===== src/rtl/cpu_pkg.sv =====
// Shared MIPS32 datapath constants: immediate-extension mode encodings,
// used by both the control decoder and the extension unit.
package cpu_pkg;

    localparam logic [1:0] EXT_ZERO   = 2'b00;
    localparam logic [1:0] EXT_SIGN   = 2'b01;
    localparam logic [1:0] EXT_UPPER  = 2'b10;
    localparam logic [1:0] EXT_BRANCH = 2'b11;

endpackage


===== src/rtl/ext_core_comb.sv =====
// Combinational immediate extender: zero, sign, upper placement (LUI) and
// branch offset (sign-extended word offset converted to a byte offset).
module ext_core_comb
    import cpu_pkg::*;
#(
    parameter int IN_W  = 16,
    parameter int OUT_W = 32
) (
    input  logic [1:0]       mode,
    input  logic [IN_W-1:0]  a,
    output logic [OUT_W-1:0] y
);

    localparam int PAD_W = OUT_W - IN_W;

    logic [OUT_W-1:0] zext;
    logic [OUT_W-1:0] sext;
    logic [OUT_W-1:0] upper;
    logic [OUT_W-1:0] branch;

    assign zext   = {{PAD_W{1'b0}}, a};
    assign sext   = {{PAD_W{a[IN_W-1]}}, a};
    assign upper  = {a, {PAD_W{1'b0}}};
    // The two bits shifted out of the top are dropped, i.e. truncation to OUT_W.
    assign branch = {sext[OUT_W-3:0], 2'b00};

    always_comb begin
        y = zext;
        case (mode)
            EXT_ZERO:   y = zext;
            EXT_SIGN:   y = sext;
            EXT_UPPER:  y = upper;
            EXT_BRANCH: y = branch;
            default:    y = zext;
        endcase
    end

endmodule


===== src/rtl/ext_unit_pipe.sv =====
// Pipelined immediate-extension unit between decode and execute: the extended
// value, a valid bit and a destination tag travel through STAGES registers.
module ext_unit_pipe #(
    parameter int IN_W   = 16,
    parameter int OUT_W  = 32,
    parameter int STAGES = 1,
    parameter int TAG_W  = 5
) (
    input  logic             clk,
    input  logic             rst,
    input  logic             stall,
    input  logic             flush,
    input  logic             valid_in,
    input  logic [1:0]       mode,
    input  logic [IN_W-1:0]  a,
    input  logic [TAG_W-1:0] tag_in,
    output logic             valid_out,
    output logic [OUT_W-1:0] y,
    output logic [TAG_W-1:0] tag_out
);

    if (STAGES < 1 || STAGES > 4) begin : g_bad_stages
        $fatal(1, "ext_unit_pipe: STAGES must be in 1..4");
    end
    if (OUT_W < IN_W + 2) begin : g_bad_width
        $fatal(1, "ext_unit_pipe: OUT_W must be at least IN_W + 2");
    end

    logic [OUT_W-1:0] ext_value;

    ext_core_comb #(
        .IN_W  (IN_W),
        .OUT_W (OUT_W)
    ) u_core (
        .mode (mode),
        .a    (a),
        .y    (ext_value)
    );

    // Stage 0 captures the freshly extended input; later stages are pure delay.
    for (genvar g = 0; g < STAGES; g++) begin : g_stage
        logic             v_q;
        logic [OUT_W-1:0] d_q;
        logic [TAG_W-1:0] t_q;
        logic             v_d;
        logic [OUT_W-1:0] d_d;
        logic [TAG_W-1:0] t_d;

        if (g == 0) begin : g_head
            assign v_d = valid_in;
            assign d_d = ext_value;
            assign t_d = tag_in;
        end else begin : g_tail
            assign v_d = g_stage[g-1].v_q;
            assign d_d = g_stage[g-1].d_q;
            assign t_d = g_stage[g-1].t_q;
        end

        // Flush clears data too, so a flushed pipe reads exactly like a reset one.
        always_ff @(posedge clk) begin
            if (rst || flush) begin
                v_q <= 1'b0;
                d_q <= '0;
                t_q <= '0;
            end else if (!stall) begin
                v_q <= v_d;
                d_q <= d_d;
                t_q <= t_d;
            end
        end
    end

    assign valid_out = g_stage[STAGES-1].v_q;
    assign y         = valid_out ? g_stage[STAGES-1].d_q : '0;
    assign tag_out   = valid_out ? g_stage[STAGES-1].t_q : '0;

endmodule


===== config.mk =====
export PLATFORM = sky130hd
export DESIGN_NAME = ext_unit_pipe
export DESIGN_NICKNAME = d
export VERILOG_FILES = /design/src/rtl/cpu_pkg.sv /design/src/rtl/ext_core_comb.sv /design/src/rtl/ext_unit_pipe.sv
export SDC_FILE = /design/constraint.sdc
export NUM_CORES = 1
export LEC_CHECK = 0
export ABC_AREA = 1
export CAP_MARGIN = 20
export CELL_PAD_IN_SITES_DETAIL_PLACEMENT = 1
export CELL_PAD_IN_SITES_GLOBAL_PLACEMENT = 2
export CORE_MARGIN = 8
export CORE_UTILIZATION = 22
export CTS_CLUSTER_DIAMETER = 60
export DETAILED_ROUTE_END_ITERATION = 10
export GPL_TIMING_DRIVEN = 0
export PLACE_DENSITY = 0.9
export SYNTH_ARGS = -nofsm -noshare
export SYNTH_HDL_FRONTEND = slang
export SYNTH_SLANG_ARGS = --single-unit

===== constraint.sdc =====
create_clock -name clk -period 1.4 [get_ports clk]
set_input_delay 0.35 -clock clk [delete_from_list [all_inputs] [get_ports clk]]
set_output_delay 0.35 -clock clk [all_outputs]
set_load 0.1 [all_outputs]

# Yosys cells after proc, flatten, opt, wreduce, memory -nomap -nowiden
# Cells that the tools add are included.
# totals
regBits,38
elab_cells,11
# op_classes
muxes,3
eq_ne,3
n_reduce_logical,2
# ops
cell,n
$pmux 32 s4,1
$mux 32,1
$mux 5,1
$eq 2x2->1 const B,2
$eq 2x1->1 const B,1
$logic_not 2->1,1
$logic_or 1x1->1,1

# Logic depth before layout (Yosys ltp)
# depth
ltp_word,2
depth_mapped,5
ltp_nobuf,5

# Cells and area by module
# A second synthesis with hierarchy kept.
# hier_totals
cells_unflattened,394
area_unflattened_um2,2280.9
# modules_own_cells
mod,area_each_um2,n_inst,cells_each
ext_unit_pipe,1846.8,1,319
ext_core_comb,434.2,1,75

# Worst setup path before layout
# OpenSTA, ideal clock, no wires.
# synth_timing
path_kind,reg2out
from,"register g_stage[0].v_q, in the netlist valid_out"
to,output port tag_out[0]
arrival_time_ns,2.209
path_buffers,2
setup_slack_ns,-1.159
t_required_ns,1.050
stages_incl_launch_ff,5
path_cell_list,dfxtp_1 buf_2 buf_1 nand2_1 inv_1
# synth_via
elab_chain_cells,1
# synth_lines
element,line,rtl
from (decl),ext_unit_pipe.sv:42,logic v_q;
from (signal assigned),ext_unit_pipe.sv:66,v_q <= v_d;
$mux 5,ext_unit_pipe.sv:75,assign tag_out = valid_out ? g_stage[STAGES-1].t_q : '0;
to (decl),ext_unit_pipe.sv:19,output logic [TAG_W-1:0] tag_out
# Every way passes these cells.

# Worst setup path after layout
# layout_timing
from,"register g_stage[0].v_q, in the netlist valid_out"
to,output port tag_out[2]
# The elaborated chain is that of the path after synthesis.

==> key figures <==
Timing
  – Fin crit period: 1.63 ns
  – Final-report hold violation count: 0
  – Relative slew slack: between 60% and 70%
  – Final Skew: 0 ns
  – Hold_ws: 0.445 ns
  – PnR worst setup slack: -0.232 ns
  – Actual slew at the worst max-slew pin: 0.493 ns
  – Slew Viols, Final: 0
  – Final setup vio count: 38
  – Setup total negative slack: -7.41 ns
  – RSZ-0062 raised after global routing: yes
  – Tcrit/Tclk final: 117%
  – Highest clock rate: 613 MHz

Clock tree
  – H-Tree Depth: 2
  – Worst skew pair latency: approximately 0.29 ns
  – TritonCTS clock tree: done
  – Root Buffer: clkbuf_8
  – Clock Sinks: 38
  – Worst-path clk slew: about 0.080 ns
  – Max clock buf depth: 2
  – CTS Buf Count: 5

Synthesis
  – Mean Syn Cell Area: 6.52 um2
  – Gate count after technology mapping: 271
  – Post-synthesis sequential area ratio: 43.0%
  – Synth top area share: 43.0%
  – Synth cell types: 13
  – Netlist Area Pre-Place: around 1800 um2
  – Ys Warns: 0
  – Synth top area cells: dfxtp_1, nand2_1, inv_1
  – Seq cells post-synth: 38
  – Syn Nets: about 300
  – Area leader, netlist: dfxtp_1

Place
  – Hpwl dp: 4.86 mm
  – IO Port Bufs: 64
  – Gp weighted congestion: 0.801

Job
  – Max_cap viols: 0

Global route
  – Total Routing Usage GR: between 10 and 15%
  – Initial antenna violation count: 0
  – Number of global-route vias before repair: 2218
  – Largest net degree at the start of global routing: 13
  – Global-route wire length before repair: 11.2 mm
  – Gr ovfl total: 0

Floorplan
  – Core ar.: 7770 um2
  – Initial Util: 22.8%
  – Die Height: 106 um
  – Chip width: approximately 110 um
  – Std cell rows: 32
  – Die ar.: between 10000 and 15000 um2
  – IO Count: 66

Setup path
  – Crit path cell chain: buf_12, clkbuf_16, nand2_4, clkinvlp_4, buf_12
  – Worst path arrival time: 1.28 ns
  – Max stage delay on crit path: 0.36 ns
  – Most frequent CP cell: buf_12
  – Crit path required time: 1.05 ns
  – CP top delay family: buffers and inverters
  – Buf/Inv on CP: 4
  – Crit path capture type: output port
  – Worst setup SP type: flop
  – CP max-delay cell: dfxtp_4
  – CP Max Fanout: 7
  – WS Path Type: flop to output port

Layout
  – Area growth syn-to-layout: 99.4%
  – Share of cells above drive strength 1: 40.8%
  – Commonest non-fill, non-tap cell in the layout: nand2_1
  – N_diodes: 0
  – Nets: 375
  – Commonest non-fill, non-tap cells in the layout: nand2_1, buf_12, clkinvlp_4, dfxtp_1, nand2_4

Routing
  – Initial drt markers: 69
  – Via-per-instance ratio: roughly 4.5
  – DRC: 0
  – ANT nets after route: 0
  – Drt total wl: 6.65 mm
  – DR vias: 2006
  – DR WL/cell: 14.8 um
  – Drt pass-1 iters: 4

Min path
  – Hold Crit Class: input pin to flop

Pwr
  – Leakage power: 1.49 nW
  – Pwr dens: 706 nW/um2
  – VDD IR max: 0.403 mV

Run status
  – Failing checks: setup timing
  – Outcome: finished with violations
metal layers:
layer | wire length, um | up-vias | global-route usage (%) | part of all wire (%)
met3 | 343 | 7 | 3.47 | 5.2
met5 | 0 | - | 0 | 0
met4 | 46 | 0 | 2.51 | 0.69
met2 | 3250 | 57 | 20.5 | 49
met1 | 3010 | 944 | 14.7 | 45
li1 | - | 998 | - | -
flip-flops by register name, indices dropped and copies added, names as in the netlist:
register     flops
g_stage.t_q      5
valid_out        1
g_stage.d_q     32
report_power, final:
part / switching, mW / total (mW) / internal [mW]
Clock: 0.414 / 0.939 / 0.525
Combinational: 0.234 / 0.399 / 0.165
Sequential: 0.0340 / 1.15 / 1.12
kinds of logic after synthesis:
| family | synth area share, % |
|---|---|
| buffers and inverters | 13.2 |
| AOI/OAI and AO/OA | 16.6 |
| DFF | 43.0 |
| and+or+nand+nor | 27.2 |
repair_timing:
item / in CTS / in global routing
hold buffers: 0 / 0
hold endpoints to repair: 0 / 0
setup endpoints to repair: 69 / 67
resized for setup: 379 / 14
setup buffers: 3 / 0
gates cloned: 1 / 1
worst register-to-register path: stages, from the launching register on:
cell,delay (ns)
dfxtp_4,0.37
buf_12,0.15
buf_6,0.13
nand2_1,0.05
a21oi_1,0.14
cells in the mapped netlist:
cell type	count
o21ai_0	15
nand3_1	15
nor2_4	2
a21oi_1	26
a31oi_1	14
inv_1	39
buf_1	2
clkbuf_1	5
dfxtp_1	38
inv_2	3
nor2_1	1
buf_2	10
nand2_1	101
final timing paths:
path,start,endpoint,slack [ns],cells past startpoint
worst max-delay path,valid_out,tag_out[2],-0.23,5
worst min-delay path,stall,g_stage[0].d_q[5],0.45,3
worst max register to register,valid_out,valid_out,0.49,4
worst min register to register,g_stage[0].d_q[0],g_stage[0].d_q[0],0.49,2
metrics by stage:
step	util [%]	setup WS [ns]	instances	instance area [um2]	total power, mW
CTS	44.3	-0.241	449	3440	2.50
global route	45.4	-0.274	450	3530	2.60
global placement	35.6	-0.875	437	2760	1.50
finish	45.4	-0.232	450	3530	2.49
floorplan	-	-0.191	271	1990	1.35
detailed placement	35.6	-0.885	437	2760	1.51
area by class of cell:
type                       count  area, um2
fill                         905       4240
clock inverter                 3       40.0
sequential                    38        764
buffer                        17        138
tap                          102        128
timing repair buffer          69       1090
multi-input combinational    174       1000
clock buffer                   5       68.8
inverter                      42        297
No activity file was read; power rests on OpenSTA's default activity.
